**src/rtl/dmem_pkg.sv**
```systemverilog
// Shared types and constants for the data-memory arbiter.
package dmem_pkg;

  typedef enum logic {
    PORT_C = 1'b0,
    PORT_L = 1'b1
  } port_t;

  typedef enum logic {
    UNLOCKED = 1'b0,
    LOCKED   = 1'b1
  } lock_state_t;

  localparam int DMEM_DEPTH = 65536;

endpackage

```
**src/rtl/dmem_rtag_pipe.sv**
```systemverilog
// One-deep read tag: remembers who issued the read and steers the memory
// read data back to that owner one cycle later.
module dmem_rtag_pipe
  import dmem_pkg::*;
#(
  parameter int DW = 32
) (
  input  logic          clk,
  input  logic          rst_n,
  input  logic          issue,
  input  logic          issue_l,
  input  logic [DW-1:0] mem_rdata,
  output logic          c_rvalid,
  output logic [DW-1:0] c_rdata,
  output logic          l_rvalid,
  output logic [DW-1:0] l_rdata
);

  logic  valid_q;
  port_t owner_q;

  // NOTE: sequential state uses non-blocking assignments so every flop samples
  // pre-edge values regardless of statement order.
  always_ff @(posedge clk or negedge rst_n) begin
    if (!rst_n) begin
      valid_q <= 1'b0;
      owner_q <= PORT_L;
    end else begin
      valid_q <= issue;
      owner_q <= issue_l ? PORT_L : PORT_C;
    end
  end

  assign c_rvalid = valid_q & (owner_q == PORT_C);
  assign l_rvalid = valid_q & (owner_q == PORT_L);
  assign c_rdata  = mem_rdata;
  assign l_rdata  = mem_rdata;

endmodule

```
**src/rtl/dmem_arbiter.sv**
```systemverilog
// Two-port arbiter for the single-port data memory with bounded port-L lock.
// Define DMEM_ARB_RR_EN for round-robin on unlocked contention (default: port C wins).
module dmem_arbiter
  import dmem_pkg::*;
#(
  parameter int AW       = 32,
  parameter int DW       = 32,
  parameter int LOCK_MAX = 8
) (
  input  logic          clk,
  input  logic          rst_n,
  input  logic          c_req,
  input  logic          c_we,
  input  logic [AW-1:0] c_addr,
  input  logic [DW-1:0] c_wdata,
  output logic          c_gnt,
  output logic          c_stall,
  output logic          c_rvalid,
  output logic [DW-1:0] c_rdata,
  input  logic          l_req,
  input  logic          l_we,
  input  logic [AW-1:0] l_addr,
  input  logic [DW-1:0] l_wdata,
  input  logic          l_lock,
  output logic          l_gnt,
  output logic          l_rvalid,
  output logic [DW-1:0] l_rdata,
  output logic          mem_r,
  output logic          mem_w,
  output logic [AW-1:0] mem_addr,
  output logic [DW-1:0] mem_wdata,
  input  logic [DW-1:0] mem_rdata
);

  localparam int CW = (LOCK_MAX > 1) ? $clog2(LOCK_MAX) : 1;
  localparam logic [CW-1:0] CNT_LAST = CW'(LOCK_MAX - 1);

  lock_state_t   state_q, state_d;
  logic [CW-1:0] cnt_q, cnt_d;
  logic          locked, contention, forced;

  assign locked     = (state_q == LOCKED);
  assign contention = c_req & l_req;
  // Forced release hands the contested cycle to C, so L cannot relock in it.
  assign forced     = locked & contention & (cnt_q == CNT_LAST);

`ifdef DMEM_ARB_RR_EN
  port_t last_owner_q;

  always_ff @(posedge clk or negedge rst_n) begin
    if (!rst_n)     last_owner_q <= PORT_L;
    else if (c_gnt) last_owner_q <= PORT_C;
    else if (l_gnt) last_owner_q <= PORT_L;
  end
`endif

  // NOTE: every output of this block gets a default first, so no path leaves
  // a value unassigned and no latch is inferred.
  always_comb begin
    c_gnt = 1'b0;
    l_gnt = 1'b0;
    if (contention) begin
      if (locked) begin
        c_gnt = forced;
        l_gnt = ~forced;
      end else begin
`ifdef DMEM_ARB_RR_EN
        c_gnt = (last_owner_q == PORT_L);
        l_gnt = (last_owner_q == PORT_C);
`else
        c_gnt = 1'b1;
`endif
      end
    end else begin
      c_gnt = c_req;
      l_gnt = l_req;
    end
  end

  always_comb begin
    state_d = state_q;
    cnt_d   = cnt_q;
    case (state_q)
      UNLOCKED: begin
        if (l_gnt && l_lock) state_d = LOCKED;
      end
      LOCKED: begin
        if (!l_lock || !l_req || forced) begin
          state_d = UNLOCKED;
          cnt_d   = '0;
        end else begin
          cnt_d = cnt_q + CW'(c_req);
        end
      end
      default: begin
        state_d = UNLOCKED;
        cnt_d   = '0;
      end
    endcase
  end

  always_ff @(posedge clk or negedge rst_n) begin
    if (!rst_n) begin
      state_q <= UNLOCKED;
      cnt_q   <= '0;
    end else begin
      state_q <= state_d;
      cnt_q   <= cnt_d;
    end
  end

  assign c_stall   = c_req & ~c_gnt;
  assign mem_r     = (c_gnt & ~c_we) | (l_gnt & ~l_we);
  assign mem_w     = (c_gnt & c_we) | (l_gnt & l_we);
  assign mem_addr  = l_gnt ? l_addr : c_addr;
  assign mem_wdata = l_gnt ? l_wdata : c_wdata;

  dmem_rtag_pipe #(.DW(DW)) u_rtag (
    .clk       (clk),
    .rst_n     (rst_n),
    .issue     (mem_r),
    .issue_l   (l_gnt),
    .mem_rdata (mem_rdata),
    .c_rvalid  (c_rvalid),
    .c_rdata   (c_rdata),
    .l_rvalid  (l_rvalid),
    .l_rdata   (l_rdata)
  );

endmodule

```
**config.mk**
```make
export PLATFORM = sky130hd
export DESIGN_NAME = dmem_arbiter
export DESIGN_NICKNAME = d
export VERILOG_FILES = /design/src/rtl/dmem_pkg.sv /design/src/rtl/dmem_rtag_pipe.sv /design/src/rtl/dmem_arbiter.sv
export SDC_FILE = /design/constraint.sdc
export NUM_CORES = 1
export LEC_CHECK = 0
export BUFFER_PORTS_ARGS = -buffer_cell sky130_fd_sc_hd__buf_2
export CORE_AREA = 2 2 118 120
export DETAILED_ROUTE_END_ITERATION = 7
export DIE_AREA = 0 0 120 122
export PLACE_DENSITY_LB_ADDON = 0.08
export SYNTH_ARGS = -nofsm -noshare
export SYNTH_HDL_FRONTEND = slang
export SYNTH_SLANG_ARGS = --single-unit
```
**constraint.sdc**
```tcl
create_clock -name clk -period 1.4 [get_ports clk]
set_input_delay 0 -clock clk [delete_from_list [all_inputs] [get_ports clk]]
set_output_delay 0 -clock clk [all_outputs]
set_load 0.05 [all_outputs]
```
==> key figures <==
Status
  • Status: finished with violations
  • Failing checks: setup timing

Placed design
  • Final GP Congestion: 0.653
  • Dpl ws: -40.0 ps
  • DP Wirelength: 5350 um
  • Cell Area, Placed: 2630 um^2
  • IO buf count: 205

Finish
  • Multi-input gate area: 1200 um^2
  • Most frequent cells in the layout: buf_2 (137), mux2_4 (63), buf_6 (46)
  • Layout cells sized above 1: 92.4%
  • Fillers: 1452
  • Register area: 151 um^2
  • Area growth, synth to finish: 96.6%
  • Finished Core Util: 26.0%
  • Layout net count: 498
  • Most common cell after layout, fill and taps aside: buf_2
  • Ant diodes: 0
  • Final instance area: 3510 um^2

Worst setup path
  • Critical path launch point: cnt_q[2]$_DFFE_PN0P_
  • Reg-to-reg critical path startpoint: cnt_q[2]$_DFFE_PN0P_
  • Critical path endpoint category: output port
  • Data required, critical path: 1400 ps
  • Critical path class: reg -> out
  • Crit path DAT: 1610 ps
  • Worst-path fanout max: 6
  • Crit path launch type: register

Route
  • Via density: 3.56
  • Drt total wl: 6980 um
  • DRC violations left: 0
  • DRT Pass-1 Iters: 4
  • Via count: 1810
  • Final ANT Viol Nets: 0
  • Wirelength per Cell: 13.7 um
  • DRT iter0 DRCs: 22

Global route
  • First-pass GRT wire length: 8740 um
  • Total track usage: 7.45%
  • Vias in the first global route: 1771
  • Gr ovfl total: 0
  • Largest net degree at the start of global routing: 28
  • Antenna violations before repair: 0

Synth
  • Area leader, netlist: mux2_4
  • Sequential area share after synthesis: 8.49%
  • Synth Area per Inst: 10.5 um^2
  • Cells after Synth: 170
  • Synth top area share: 32.0%
  • Post-Syn Nets: 339
  • Synth Cell Area: 1780 um^2
  • Netlist cell types: 27
  • Seq cells post-synth: 6
  • Synth area leaders: mux2_4 (32%), buf_4 (27%), mux2_2 (16%)
  • YS warnings: 0

Timing
  • Clock skew: 2.77 ps
  • Crit path time final: 1610 ps
  • Fmax: 619 MHz
  • Final period utilization: 115%
  • Worst-Margin Slew: 250 ps
  • Final Hold Viols: 0
  • Fin worst setup slack: -214 ps
  • RSZ-0062 raised after global routing: yes
  • Max-slew headroom: 83.5%
  • Final number of setup-violating endpoints: 67
  • Max-slew violation count: 0
  • TNS Setup: -12910 ps

Floorplan
  • Die width: 120 um
  • Core Footprint: 13500 um^2
  • Die height: 122 um
  • Starting Density: 13.2%
  • I/O pins: 302
  • Rows: 43
  • Die area: 14600 um^2

Clocking
  • Htree depth: 1
  • CTS tree: done
  • CTS Buffer Depth: 2
  • Root Driver: clkbuf_16
  • CTS clk-pin slew, worst paths: 40 ps
  • TritonCTS Buffers: 3
  • CTS Sinks: 6
  • Clock Latency Late Sink: 230 ps

Power and ir drop
  • Worst-case vdd ir drop: 0.000300 V
  • Power density cells: 696 nW/um^2
  • Leak Pwr: 1.94 nW
  • Tot Pwr: 0.00244 W

Job
  • Max-Cap Viols: 0

Hold path
  • Min-delay worst type: in -> out
  • Hold path start: mem_rdata[15]
[area by class of cell]
class | instances | area share (%)
inverter | 3 | 0.464
sequential | 6 | 4.32
clock buffer | 4 | 2.25
multi-input combinational | 89 | 34.2
timing repair buffer | 226 | 52.4
tap | 180 | 6.42
[metrics by stage]
step           hold slack, ps  std cells
2_1_floorplan            -296        170
3_3_place_gp             -151        494
3_5_place_dp             -154        494
4_1_cts                 0.497        500
5_1_grt                 0.109        508
6_report               0.0202        508
[state kept, by name, summed over array words and instances (netlist names)]
signal and cells:
cnt_q 3, locked 1, u_rtag.owner_q 1, u_rtag.valid_q 1
[metal layers]
layer	vias up	GRT usage [%]	wire, um
met5	-	0	0
met2	159	13.3	3570
met1	801	8.16	2510
met4	0	1.76	46
met3	10	3.18	855
li1	840	-	-
[path summary, 6_finish.rpt]
kind | slack [ps] | cells past startpoint | endpoint
setup / recovery | -210 | 6 | mem_addr[3]
hold / removal | 0.02 | 0 | l_rdata[15]
setup reg to reg | 70 | 7 | u_rtag.valid_q$_DFF_PN0_
hold reg to reg | 630 | 2 | cnt_q[2]$_DFFE_PN0P_
max in group asynchronous | 1030 | 2 | u_rtag.owner_q$_DFF_PN1_
min in group asynchronous | 140 | 2 | cnt_q[1]$_DFFE_PN0P_
[critical path, cell delays in order, from the launching register on]
cell and delay [ps]:
dfrtp_1 350, nand4_2 130, nand3_4 130, buf_12 140, buf_12 130, mux2_2 340, buf_6 150
[logic make-up (layout without fill, tap and decap cells)]
group	Yosys count	after routing	share of synthesized area [%]
buffers and inverters	75	233	32.2
muxes	64	64	48.4
and+or+nand+nor	16	16	6.38
AOI/OAI and AO/OA	7	7	3.16
DFF	6	6	8.49
adders and majority gates	2	2	1.40
[cell usage after synthesis (all sizes together)]
master	count
buf	72
mux2	64
dfrtp	5
inv	3
nand3	3
nor2b	3
a31o	2
and2	2
ha	2
nand2	2
nor2	2
a21o	1
a22o	1
a31oi	1
and4	1
dfstp	1
nand2b	1
nand4	1
nor3	1
o2bb2ai	1
o31ai	1
[power breakdown]
| part | internal, W | total, W | switching, W |
|---|---|---|---|
| registers | 0.000186 | 0.000191 | 0.00000507 |
| clock network | 0.000379 | 0.000484 | 0.000105 |
| logic | 0.000835 | 0.00177 | 0.000931 |
| total | 0.00140 | 0.00244 | 0.00104 |
[what timing repair did]
action / in CTS / in global routing
setup endpoints to repair: 68 / 69
pin swaps: 1 / 3
hold buffers: 1 / 0
hold endpoints to repair: 6 / 0
gates resized for setup: 123 / 78
cloned: 0 / 6
buffers inserted: 1 / 3
Power figures use the tool's default switching activity.
